==> config.mk <==
export PLATFORM = sky130hd
export DESIGN_NAME = wb_master_seq
export DESIGN_NICKNAME = d
export VERILOG_FILES = /design/src/rtl/wb_master_pkg.sv /design/src/rtl/wb_cmd_fifo.sv /design/src/rtl/wb_master_seq.sv
export SDC_FILE = /design/constraint.sdc
export NUM_CORES = 1
export LEC_CHECK = 0
export CAP_MARGIN = 10
export CORE_UTILIZATION = 60
export CTS_BUF_LIST = sky130_fd_sc_hd__clkbuf_8 sky130_fd_sc_hd__clkbuf_16
export DETAILED_ROUTE_END_ITERATION = 16
export DONT_BUFFER_PORTS = 1
export GPL_ROUTABILITY_DRIVEN = 1
export GPL_TIMING_DRIVEN = 0
export PLACE_DENSITY = 0.77
export SYNTH_ARGS = -nofsm -noshare
export SYNTH_HDL_FRONTEND = slang
export SYNTH_SLANG_ARGS = --single-unit
==> constraint.sdc <==
create_clock -name wb_clk_i -period 3.3 [get_ports wb_clk_i]
set_input_delay 0.66 -clock wb_clk_i [delete_from_list [all_inputs] [get_ports wb_clk_i]]
set_output_delay 0.66 -clock wb_clk_i [all_outputs]
set_load 0.005 [all_outputs]
==> src/rtl/wb_master_pkg.sv <==
// Shared types and defaults for the Wishbone classic command sequencer.
package wb_master_pkg;

  localparam int unsigned ADR_W_DEF = 32;
  localparam int unsigned DAT_W_DEF = 32;

  typedef enum logic [1:0] {
    IDLE,
    BUS,
    RSP
  } state_e;

  typedef struct packed {
    logic                 we;
    logic [ADR_W_DEF-1:0] adr;
    logic [DAT_W_DEF-1:0] dat;
  } cmd_t;

  // Saturating 8-bit increment used for the timeout event counter.
  function automatic logic [7:0] sat_inc8(input logic [7:0] v);
    return (v == 8'hFF) ? v : v + 8'd1;
  endfunction

endpackage

==> src/rtl/wb_cmd_fifo.sv <==
// Synchronous FIFO of command records with full/empty flags; DEPTH must be a power of 2.
module wb_cmd_fifo
  import wb_master_pkg::*;
#(
  parameter type         T     = cmd_t,
  parameter int unsigned DEPTH = 4
) (
  input  logic clk,
  input  logic rst_ni,
  input  logic push,
  input  T     din,
  input  logic pop,
  output T     dout,
  output logic full,
  output logic empty
);

  localparam int unsigned AW = $clog2(DEPTH);

  T            mem_q [DEPTH];
  T            mem_d [DEPTH];
  logic [AW:0] wr_ptr_q, wr_ptr_d;
  logic [AW:0] rd_ptr_q, rd_ptr_d;
  logic        do_push, do_pop;

  // Extra pointer MSB distinguishes full from empty when the indices coincide.
  assign empty   = (wr_ptr_q == rd_ptr_q);
  assign full    = (wr_ptr_q[AW] != rd_ptr_q[AW]) && (wr_ptr_q[AW-1:0] == rd_ptr_q[AW-1:0]);
  assign do_push = push && !full;
  assign do_pop  = pop && !empty;
  assign dout    = mem_q[rd_ptr_q[AW-1:0]];

  // Next pointer and storage values.
  always_comb begin
    wr_ptr_d = wr_ptr_q;
    rd_ptr_d = rd_ptr_q;
    for (int unsigned i = 0; i < DEPTH; i++) begin
      mem_d[i] = mem_q[i];
    end
    if (do_push) begin
      mem_d[wr_ptr_q[AW-1:0]] = din;
      wr_ptr_d                = wr_ptr_q + 1'b1;
    end
    if (do_pop) begin
      rd_ptr_d = rd_ptr_q + 1'b1;
    end
  end

  // Pointer registers; reset flushes the queue.
  always_ff @(posedge clk) begin
    if (!rst_ni) begin
      wr_ptr_q <= '0;
      rd_ptr_q <= '0;
    end else begin
      wr_ptr_q <= wr_ptr_d;
      rd_ptr_q <= rd_ptr_d;
    end
  end

  // Storage needs no reset; entries are only read after being written.
  always_ff @(posedge clk) begin
    for (int unsigned i = 0; i < DEPTH; i++) begin
      mem_q[i] <= mem_d[i];
    end
  end

endmodule

==> src/rtl/wb_master_seq.sv <==
// Wishbone classic initiator: queued commands become single-beat cycles, each
// returning one response (read data or timeout error).
module wb_master_seq
  import wb_master_pkg::*;
#(
  parameter int unsigned ADR_W       = ADR_W_DEF,
  parameter int unsigned DAT_W       = DAT_W_DEF,
  parameter int unsigned CMD_DEPTH   = 4,
  parameter int unsigned TIMEOUT_CYC = 255
) (
  input  logic             wb_clk_i,
  input  logic             wb_rst_ni,
  input  logic             cmd_valid,
  output logic             cmd_ready,
  input  logic             cmd_we,
  input  logic [ADR_W-1:0] cmd_adr,
  input  logic [DAT_W-1:0] cmd_dat,
  output logic             rsp_valid,
  input  logic             rsp_ready,
  output logic [DAT_W-1:0] rsp_dat,
  output logic             rsp_err,
  output logic             busy,
  output logic [7:0]       timeout_cnt,
  output logic             wb_CYC,
  output logic             wb_STB,
  output logic             wb_WE,
  output logic             wb_SEL,
  output logic [ADR_W-1:0] wb_ADR,
  output logic [DAT_W-1:0] wb_DAT_MOSI,
  input  logic [DAT_W-1:0] wb_DAT_MISO,
  input  logic             wb_ACK
);

  localparam int unsigned TMO_W = $clog2(TIMEOUT_CYC + 1);

  typedef struct packed {
    logic             we;
    logic [ADR_W-1:0] adr;
    logic [DAT_W-1:0] dat;
  } wb_cmd_t;

  wb_cmd_t    push_cmd, head_cmd;
  logic       fifo_full, fifo_empty, fifo_pop;

  state_e     state_q, state_d;
  logic       cyc_q, cyc_d;
  logic       we_q, we_d;
  logic [ADR_W-1:0] adr_q, adr_d;
  logic [DAT_W-1:0] dat_q, dat_d;
  logic [TMO_W-1:0] tmo_q, tmo_d;
  logic       rsp_valid_q, rsp_valid_d;
  logic [DAT_W-1:0] rsp_dat_q, rsp_dat_d;
  logic       rsp_err_q, rsp_err_d;
  logic [7:0] tcnt_q, tcnt_d;

  assign push_cmd = '{we: cmd_we, adr: cmd_adr, dat: cmd_dat};

  wb_cmd_fifo #(
    .T    (wb_cmd_t),
    .DEPTH(CMD_DEPTH)
  ) u_fifo (
    .clk   (wb_clk_i),
    .rst_ni(wb_rst_ni),
    .push  (cmd_valid),
    .din   (push_cmd),
    .pop   (fifo_pop),
    .dout  (head_cmd),
    .full  (fifo_full),
    .empty (fifo_empty)
  );

  assign cmd_ready   = !fifo_full;
  assign busy        = !fifo_empty || (state_q != IDLE);
  assign timeout_cnt = tcnt_q;
  assign rsp_valid   = rsp_valid_q;
  assign rsp_dat     = rsp_dat_q;
  assign rsp_err     = rsp_err_q;
  assign wb_CYC      = cyc_q;
  assign wb_STB      = cyc_q;
  assign wb_SEL      = cyc_q;
  assign wb_WE       = we_q;
  assign wb_ADR      = adr_q;
  assign wb_DAT_MOSI = dat_q;

  // Next-state, bus and response logic.
  always_comb begin
    state_d     = state_q;
    cyc_d       = cyc_q;
    we_d        = we_q;
    adr_d       = adr_q;
    dat_d       = dat_q;
    tmo_d       = tmo_q;
    rsp_valid_d = rsp_valid_q;
    rsp_dat_d   = rsp_dat_q;
    rsp_err_d   = rsp_err_q;
    tcnt_d      = tcnt_q;
    fifo_pop    = 1'b0;
    unique case (state_q)
      IDLE: begin
        if (!fifo_empty) begin
          fifo_pop = 1'b1;
          cyc_d    = 1'b1;
          we_d     = head_cmd.we;
          adr_d    = head_cmd.adr;
          dat_d    = head_cmd.dat;
          tmo_d    = '0;
          state_d  = BUS;
        end
      end
      BUS: begin
        // ACK wins over the timeout limit when both land on the same edge.
        if (wb_ACK) begin
          rsp_dat_d   = we_q ? '0 : wb_DAT_MISO;
          rsp_err_d   = 1'b0;
          rsp_valid_d = 1'b1;
          cyc_d       = 1'b0;
          we_d        = 1'b0;
          state_d     = RSP;
        end else if (tmo_q == TMO_W'(TIMEOUT_CYC - 1)) begin
          rsp_dat_d   = '0;
          rsp_err_d   = 1'b1;
          rsp_valid_d = 1'b1;
          cyc_d       = 1'b0;
          tcnt_d      = sat_inc8(tcnt_q);
          state_d     = RSP;
        end else begin
          tmo_d = tmo_q + TMO_W'(1);
        end
      end
      RSP: begin
        if (rsp_ready) begin
          rsp_valid_d = 1'b0;
          state_d     = IDLE;
        end
      end
      default: state_d = IDLE;
    endcase
  end

  // State and output registers with synchronous active-low reset.
  always_ff @(posedge wb_clk_i) begin
    if (!wb_rst_ni) begin
      state_q     <= IDLE;
      cyc_q       <= 1'b0;
      we_q        <= 1'b0;
      adr_q       <= '0;
      dat_q       <= '0;
      tmo_q       <= '0;
      rsp_valid_q <= 1'b0;
      rsp_dat_q   <= '0;
      rsp_err_q   <= 1'b0;
      tcnt_q      <= '0;
    end else begin
      state_q     <= state_d;
      cyc_q       <= cyc_d;
      we_q        <= we_d;
      adr_q       <= adr_d;
      dat_q       <= dat_d;
      tmo_q       <= tmo_d;
      rsp_valid_q <= rsp_valid_d;
      rsp_dat_q   <= rsp_dat_d;
      rsp_err_q   <= rsp_err_d;
      tcnt_q      <= tcnt_d;
    end
  end

endmodule

==> results of run 1 <==
## flip-flops by register name (all words and copies together), names as in the netlist, named ones only
| signal | count |
|---|---|
| rsp_dat | 32 |
| rsp_err | 1 |
| rsp_valid | 1 |
| state_q | 2 |
| timeout_cnt | 8 |
| tmo_q | 8 |
| u_fifo.mem_q | 260 |
| u_fifo.rd_ptr_q | 3 |
| u_fifo.wr_ptr_q | 3 |
| wb_ADR | 32 |
| wb_CYC | 1 |
| wb_DAT_MOSI | 32 |
| wb_WE | 1 |
## cells by family after synthesis
logic type,count (synthesis),share of synthesized area (%)
simple gates,197,6.24
compound gates,140,6.32
flops,386,73.6
fa+ha+maj,8,0.713
mux,66,10.5
buf+inv,57,1.93
xor+xnor,11,0.687
## layer usage
metal	wire [um]	vias up	part of all wire, %
li1	-	3409	-
met1	10700	3697	38
met2	14200	316	50
met3	2650	47	9.4
met4	636	0	2.3
met5	0	-	0
## where the power goes
| part | internal (mW) | leakage (nW) | switching [mW] |
|---|---|---|---|
| sequential | 5.79 | 3.41 | 0.429 |
| combinational | 1.00 | 1.20 | 1.49 |
| clock | 2.57 | 0.681 | 1.73 |
## worst register-to-register path, stage by stage (launching register included)
cell      delay, ns
dfxtp_1        0.48
xor2_1         0.17
o311ai_0       0.73
inv_4          0.29
buf_16         0.31
## path summary, 6_finish.rpt
check | to | slack, ns | cells after the start | start
setup / recovery | u_fifo.mem_q[3][25] | 1.02 | 4 | u_fifo.wr_ptr_q[0]
hold / removal | u_fifo.mem_q[1][12] | 0.23 | 0 | cmd_dat[12]
setup reg to reg | u_fifo.mem_q[3][25] | 1.02 | 4 | u_fifo.wr_ptr_q[0]
hold reg to reg | wb_ADR[18] | 0.47 | 2 | wb_ADR[18]
## cell usage after synthesis, drive strengths merged, types with 2 or more instances
cell type  instances  share of area, %
a21oi             78               2.8
a22o              32               2.0
a31oi              3              0.13
and2               4              0.18
and3               3              0.15
buf               34               1.3
clkbuf            17              0.45
dfxtp            126                18
edfxtp           260                56
ha                 8              0.71
inv                6              0.16
mux4              65                10
nand2            138               3.7
nand3             16              0.57
nand3b             2              0.11
nand4              7              0.31
nand4b             2              0.12
nor2              10              0.27
nor3               2              0.11
nor3b              2              0.19
o211ai             3              0.16
o21a               3              0.16
o21ai             10              0.36
o31a               2              0.12
o31ai              3              0.16
or3                7              0.33
xnor2              5              0.31
xor2               6              0.37
## layout make-up
class / instances / area (sq um)
sequential: 386 / 10300
fill: 1476 / 6940
multi-input combinational: 422 / 3440
clock buffer: 48 / 1120
tap: 313 / 392
buffer: 51 / 248
clock inverter: 23 / 170
timing repair buffer: 4 / 110
inverter: 6 / 25.0
==> flow_metrics.py, run 1 <==
metrics = {
    "timing": {
        "fmax_mhz": 438,
        "tightest_slew_ns": 0.834,
        "hold_viol": 0,
        "slew_headroom_pct": 43.7,
        "final.min_clock_period_ns": 2.28,
        "setup_violations": 0,
        "timing.final.crit_share_pct": 69.1,
        "skew_ns": 0.0149,
        "fin_hold_ws_ns": 0.226,
        "rsz0062_at_grt": "false",
        "final.setup.worst_slack_ns": 1.02,
        "fin_setup_tns_ns": 0,
        "finalMaxSlewViolations": 0,
    },
    "route": {
        "drt_drc_violations_left": 0,
        "dr.pass1.iters": 5,
        "drtIter0Drc": 400,
        "routedWlPerCell_um": 22.5,
        "vias_per_cell": 5.96,
        "vias": 7469,
        "ant_nets": 0,
        "finalWirelength_um": 28200,
    },
    "synth": {
        "ys_types": 47,
        "synth_nets": 975,
        "ys_ff_latch": 386,
        "syn_avg_cell_area_sq_um": 16.2,
        "synth_edf_count": 260,
        "postSynthCellCount": 865,
        "synth.cell_area_sq_mm": 0.0140,
        "yosysWarnings": 0,
        "async_flop_share_pct": 0,
        "ys.flop_type": "edfxtp_1",
        "ys_seq_area_share_pct": 73.6,
    },
    "final_layout": {
        "final_cell_mix": "edfxtp_1 (260), nand2_1 (138), dfxtp_1 (126), a21oi_1 (77), mux4_2 (65)",
        "finalNonFillerCells": 1253,
        "drive_gt1_share_pct": 19.1,
        "final_area_sq_mm": 0.0158,
        "fin_nets": 1020,
        "syn2layout_area_growth_pct": 12.9,
        "final_common_cell": "edfxtp_1",
        "n_antenna_cell": 0,
        "post-route-util_pct": 69.5,
    },
    "clocking": {
        "cts_setup_buffers": 0,
        "cts_buffers": 39,
        "cts.sinks": 386,
        "ctsLongestPathBuffers": 3,
        "ctsHoldBuffers": 0,
        "post_cts_resized": 0,
        "ctsHtreeMaxLevel": 2,
        "clock_latency_ns": 0.53,
        "cts_root_buf": "clkbuf_16",
        "cts_tree": "yes",
        "clk_pin_slew_ns": 0.06,
    },
    "die": {
        "die_area_sq_mm": 0.0240,
        "start_util_pct": 61.6,
        "die_width_um": 155,
        "rows": 55,
        "core_area_sq_mm": 0.0228,
        "die_h_um": 155,
        "boundaryPins": 214,
    },
    "power": {
        "p_leak_nw": 5.30,
        "fin_total_pwr_mw": 13.0,
        "power_density_mw_per_mm2": 822,
        "vdd_drop_max_mv": 0.534,
    },
    "critical_path": {
        "cp_top_family": "compound AO/OA/AOI/OAI gates",
        "arrival_ns": 2.52,
        "crit_chain": "xor2_1, o311ai_0, inv_4, buf_16",
        "cp-start-kind": "flop",
        "cp.required_ns": 3.54,
        "cp-end-kind": "flop",
        "worst_path_largest_cell_delay_ns": 0.72,
        "slowest_stage": "o311ai_0",
        "crit_type": "reg2reg",
        "crit_buf_inv": 2,
        "crit_fanout": 47,
    },
    "grt": {
        "use_met3_pct": 7.33,
        "grt_pass1_vias": 7736,
        "grtUsageTotal_pct": 23.8,
        "grtUsageMet2_pct": 41.2,
        "grt_antenna_before_repair": 0,
        "grt.met1_usage_pct": 28.7,
        "overflow": 0,
        "busiest_layer": "met2",
        "grt_start_max_net_pins": 48,
        "grt_first_pass_wirelength_um": 42900,
    },
    "placed_design": {
        "dp.cells": 1182,
        "gp_congestion": 0.799,
        "io_buffers": 0,
        "place_ws_ns": 0.790,
        "dp_hpwl_um": 17800,
        "place_area_sq_mm": 0.0145,
    },
    "job": {
        "maxCapViolCount": 0,
    },
    "outcome": {
        "status": "completed",
    },
    "worst_hold_path": {
        "hold_path_class": "in2reg",
    },
}
(Power assumes the default switching activity.)
==> run 2: changes to the inputs <==
- clock period: 3.3 -> 2.4 ns (I/O delays scaled with it)
==> run 2 against run 1 <==
Net effect:
- power rose by 36%
- die area unchanged
- critical path depth did not move
- clock skew is 0.0018 ns lower
- non-clock buffer count increased by 1
- core utilization down 0.16 points
- global-route usage fell by 0.53 points
- largest cell class unchanged
- largest power group unchanged
==> flow_metrics.py, run 2 (synthesized netlist as in run 1, its figures left out) <==
metrics = {
    "timing": {
        "fmax_mhz": 446,
        "timing.final.crit_share_pct": 93.5,
        "rsz0062_at_grt": "false",
        "slew_headroom_pct": 53.2,
        "fin_hold_ws_ns": 0.0566,
        "hold_viol": 0,
        "setup_violations": 0,
        "tightest_slew_ns": 0.703,
        "final.min_clock_period_ns": 2.24,
        "fin_setup_tns_ns": 0,
        "finalMaxSlewViolations": 0,
        "skew_ns": 0.0131,
    },
    "final_layout": {
        "regMostFlops": "u_fifo.mem_q",
        "syn2layout_area_growth_pct": 12.6,
        "post-route-util_pct": 69.4,
        "n_antenna_cell": 0,
        "fin_nets": 1023,
        "final_common_cell": "edfxtp_1",
        "drive_gt1_share_pct": 19.1,
        "final_area_sq_mm": 0.0158,
        "final_cell_mix": "edfxtp_1 (260), nand2_1 (138), dfxtp_1 (126), a21oi_1 (77), mux4_2 (65)",
        "finalNonFillerCells": 1254,
        "fillers": 1436,
        "largest_register_ffs": 260,
    },
    "die": {
        "start_util_pct": 61.6,
        "rows": 55,
        "die_area_sq_mm": 0.0240,
        "die_width_um": 155,
        "die_h_um": 155,
        "boundaryPins": 214,
        "core_area_sq_mm": 0.0228,
    },
    "critical_path": {
        "arrival_ns": 2.41,
        "slowest_stage": "dfxtp_1",
        "cp-start-kind": "flop",
        "cp.required_ns": 2.57,
        "crit_chain": "xor2_1, o31a_2, and2_4, buf_16",
        "cp-end-kind": "flop",
        "crit_type": "reg2reg",
        "crit_fanout": 55,
        "worst_path_largest_cell_delay_ns": 0.48,
    },
    "clocking": {
        "clock_latency_ns": 0.51,
        "post_cts_resized": 0,
        "clk_pin_slew_ns": 0.06,
        "ctsHoldBuffers": 0,
        "cts_buffers": 39,
        "ctsLongestPathBuffers": 3,
        "cts_setup_buffers": 0,
        "cts.sinks": 386,
        "cts_root_buf": "clkbuf_16",
        "cts_tree": "yes",
        "ctsHtreeMaxLevel": 2,
    },
    "route": {
        "finalWirelength_um": 28400,
        "ant_nets": 0,
        "routedWlPerCell_um": 22.7,
        "dr.pass1.iters": 5,
        "vias_per_cell": 5.97,
        "drt_drc_violations_left": 0,
        "drtIter0Drc": 576,
        "vias": 7491,
    },
    "grt": {
        "busiest_layer": "met2",
        "grtUsageMet2_pct": 39.5,
        "grt_start_max_net_pins": 56,
        "grt_pass1_vias": 7601,
        "grt_first_pass_wirelength_um": 42000,
        "grtUsageTotal_pct": 23.3,
        "overflow": 0,
        "grt.met1_usage_pct": 28.4,
        "use_met3_pct": 7.86,
        "grt_antenna_before_repair": 0,
    },
    "power": {
        "clkPwrFrac_pct": 32.4,
        "power_switching_mw": 4.97,
        "power_density_mw_per_mm2": 1120,
        "seq_power_share_pct": 48.3,
        "power.internal_mw": 12.7,
        "switching_share_pct": 28.1,
        "vdd_drop_max_mv": 0.777,
        "p_leak_nw": 5.25,
        "p_comb_share_pct": 19.3,
    },
    "worst_hold_path": {
        "hold_path_class": "in2reg",
    },
    "placed_design": {
        "dp_hpwl_um": 17500,
        "dp.cells": 1183,
        "place_area_sq_mm": 0.0146,
        "io_buffers": 0,
        "gp_congestion": 0.833,
    },
    "job": {
        "maxCapViolCount": 0,
    },
    "outcome": {
        "status": "completed",
    },
}
-- run 2: cell types whose count changed in the layout (fill, tap and decap cells not counted), moves of 3 or more --
| cell | before | now |
|---|---|---|
| clkbuf_8 | 7 | 4 |
| clkinv_1 | 1 | 6 |
| inv_4 | 3 | 0 |
| buf_12 | 0 | 3 |
-- run 2: critical path: cells and delay by family, from the launching register on --
kind | cells | cell delay [ns]
AOI/OAI and AO/OA | 1 | 0.34
xor gates and xnor gates | 1 | 0.38
buffers and inverters | 1 | 0.30
DFF | 1 | 0.48
and+or+nand+nor | 1 | 0.32
-- run 2: power by group through the flow --
stage	Sequential (mW)	Clock, mW	Combinational, mW
floorplan	8.48	0	2.56
global route	8.63	6.11	3.78
finish	8.55	5.74	3.42
global placement	8.67	0	3.34
CTS	8.56	5.85	3.46
detailed placement	8.69	0	3.44
-- run 2: layout make-up --
cell class | count | area, sq um | share of cell area [%]
sequential | 386 | 10300 | 65.4
multi-input combinational | 424 | 3460 | 21.9
clock buffer | 43 | 1030 | 6.52
tap | 313 | 392 | 2.48
buffer | 51 | 248 | 1.57
clock inverter | 26 | 195 | 1.24
timing repair buffer | 5 | 115 | 0.728
inverter | 6 | 26.3 | 0.166
-- run 2: worst paths after layout --
path | from | endpoint | slack, ns | cells past startpoint
setup reg to reg | u_fifo.wr_ptr_q[0] | u_fifo.mem_q[1][16] | 0.16 | 4
hold reg to reg | wb_ADR[3] | wb_ADR[3] | 0.47 | 2
setup / recovery | u_fifo.wr_ptr_q[0] | u_fifo.mem_q[1][16] | 0.16 | 4
hold / removal | cmd_dat[22] | u_fifo.mem_q[1][22] | 0.06 | 0
-- run 2: stage by stage --
step | total power [mW] | worst slack, ns
after CTS | 17.9 | 0.0417
final | 17.7 | 0.156
after detailed placement | 12.1 | 0.0549
after global placement | 12.0 | -0.874
after global routing | 18.5 | 0.0542
after floorplan | 11.0 | 0.0234
-- run 2: routing by layer --
| metal | up-vias | wire, um |
|---|---|---|
| li1 | 3402 | - |
| met1 | 3760 | 10700 |
| met2 | 290 | 14400 |
| met3 | 39 | 2780 |
| met4 | 0 | 524 |
| met5 | - | 0 |
==> run 3: changes to the inputs <==
- RECOVER_POWER: default -> 50
==> run 3 against run 2 <==
Net effect:
- sequential power about the same
- non-clock buffer count unchanged
- largest cell class unchanged
- first-iteration DRC count down 0.35%
- routed wire length about the same
- clock power about the same
- critical path depth unchanged
- flip-flop and latch count unchanged
- sequential share of layout area up 0.057 points
- die area unchanged
- clock-buffer cell count unchanged
- power about the same
- register-to-register slack about the same
==> flow_metrics.py, run 3 (synthesized netlist as in run 1, its figures left out) <==
metrics = {
    "placed_design": {
        "io_buffers": 0,
        "gp_congestion": 0.833,
        "dp_hpwl_um": 17500,
        "place_area_sq_mm": 0.0146,
        "dp.cells": 1183,
    },
    "power": {
        "p_leak_nw": 5.25,
        "fin_total_pwr_mw": 17.7,
        "vdd_drop_max_mv": 0.777,
        "power_density_mw_per_mm2": 1120,
    },
    "timing": {
        "setup_violations": 0,
        "timing.final.crit_share_pct": 93.5,
        "skew_ns": 0.0129,
        "slew_headroom_pct": 53.1,
        "rsz0062_at_grt": "false",
        "fin_setup_tns_ns": 0,
        "tightest_slew_ns": 0.703,
        "finalMaxSlewViolations": 0,
        "final.min_clock_period_ns": 2.24,
        "fmax_mhz": 445,
        "hold_viol": 0,
    },
    "clocking": {
        "cts_buffers": 39,
        "clock_latency_ns": 0.51,
        "cts_tree": "yes",
        "clk_pin_slew_ns": 0.06,
        "cts.sinks": 386,
        "ctsLongestPathBuffers": 3,
        "ctsHtreeMaxLevel": 2,
        "ctsHoldBuffers": 0,
        "cts_root_buf": "clkbuf_16",
    },
    "critical_path": {
        "crit_buf_inv": 1,
        "cp_top_family": "flip-flops",
        "cp-start-kind": "flop",
        "cp.required_ns": 2.57,
        "cp-end-kind": "flop",
        "crit_chain": "xor2_1, o31a_2, and2_4, buf_16",
        "ff2ff_setup_slack_ns": 0.16,
        "arrival_ns": 2.41,
        "worst_path_largest_cell_delay_ns": 0.48,
        "slowest_stage": "dfxtp_1",
        "crit_type": "reg2reg",
        "crit_fanout": 55,
    },
    "final_layout": {
        "fillers": 1440,
        "final_cell_mix": "edfxtp_1 (260), nand2_1 (138), dfxtp_1 (126), a21oi_1 (77), mux4_2 (65)",
        "fin_nets": 1023,
        "multi_input_area_sq_mm": 0.00346,
        "drive_gt1_share_pct": 18.9,
        "seq_area_sq_mm": 0.0103,
        "final_common_cell": "edfxtp_1",
        "regMostFlops": "u_fifo.mem_q",
        "finalNonFillerCells": 1254,
        "largest_register_ffs": 260,
        "final_area_sq_mm": 0.0158,
        "n_antenna_cell": 0,
        "syn2layout_area_growth_pct": 12.5,
    },
    "die": {
        "die_width_um": 155,
        "core_area_sq_mm": 0.0228,
        "die_area_sq_mm": 0.0240,
        "rows": 55,
        "boundaryPins": 214,
        "start_util_pct": 61.6,
        "die_h_um": 155,
    },
    "route": {
        "routedWlPerCell_um": 22.7,
        "finalWirelength_um": 28400,
        "drt_drc_violations_left": 0,
        "ant_nets": 0,
        "vias_per_cell": 5.97,
        "vias": 7488,
        "dr.pass1.iters": 5,
        "drtIter0Drc": 574,
    },
    "grt": {
        "overflow": 0,
        "grt_first_pass_wirelength_um": 42000,
        "grt_pass1_vias": 7601,
        "grt_antenna_before_repair": 0,
        "grt_start_max_net_pins": 56,
        "grtUsageTotal_pct": 23.3,
    },
    "job": {
        "maxCapViolCount": 0,
    },
    "worst_hold_path": {
        "hold_path_class": "in2reg",
    },
    "outcome": {
        "status": "completed",
    },
}
==> run 3: changes by cell type in the layout (fill, tap and decap cells not counted), sizes merged <==
| cell | before | now |
|---|---|---|
| buf | 39 | 36 |
| clkbuf | 60 | 63 |
==> run 3: layout make-up <==
| class | count | share of cell area (%) |
|---|---|---|
| multi-input combinational | 424 | 21.9 |
| tap | 313 | 2.48 |
| buffer | 51 | 1.52 |
| clock buffer | 43 | 6.53 |
| sequential | 386 | 65.4 |
| inverter | 6 | 0.166 |
| clock inverter | 26 | 1.24 |
| timing repair buffer | 5 | 0.729 |
==> run 3: timing repair <==
| item | 4_1_cts | 5_1_grt |
|---|---|---|
| gates resized for setup | 0 | 1 |
| buffers inserted | 0 | 0 |
| setup endpoints to repair | 0 | 78 |
==> run 3: metal layers <==
layer  vias to the layer above  track usage [%]  share of wire, %
met4                         0             6.79               1.8
met5                         -                0                 0
met3                        39             7.86               9.7
li1                       3403                -                 -
met2                       283             39.5                51
met1                      3763             28.4                38
==> run 3: path summary, 6_finish.rpt <==
kind | depth (start not counted) | endpoint | startpoint
worst max-delay path | 4 | u_fifo.mem_q[1][16] | u_fifo.wr_ptr_q[0]
worst max register to register | 4 | u_fifo.mem_q[1][16] | u_fifo.wr_ptr_q[0]
worst min register to register | 2 | wb_ADR[3] | wb_ADR[3]
worst min-delay path | 0 | u_fifo.mem_q[1][22] | cmd_dat[22]
==> run 3: power by group <==
group / internal, mW / switching [mW] / total [mW] / leakage, nW
combinational: 1.38 / 2.04 / 3.42 / 1.20
sequential: 7.96 / 0.590 / 8.55 / 3.41
clock: 3.40 / 2.35 / 5.74 / 0.634
total: 12.7 / 4.97 / 17.7 / 5.25
==> run 3: stage by stage <==
stage	setup slack [ns]	hold slack (ns)	util, %
after floorplan	0.0234	0.453	-
after global routing	0.0542	0.0386	69.3
after global placement	-0.874	0.464	63.4
after detailed placement	0.0549	0.468	63.9
final	0.155	0.0567	69.3
after CTS	0.0417	0.0368	69.3
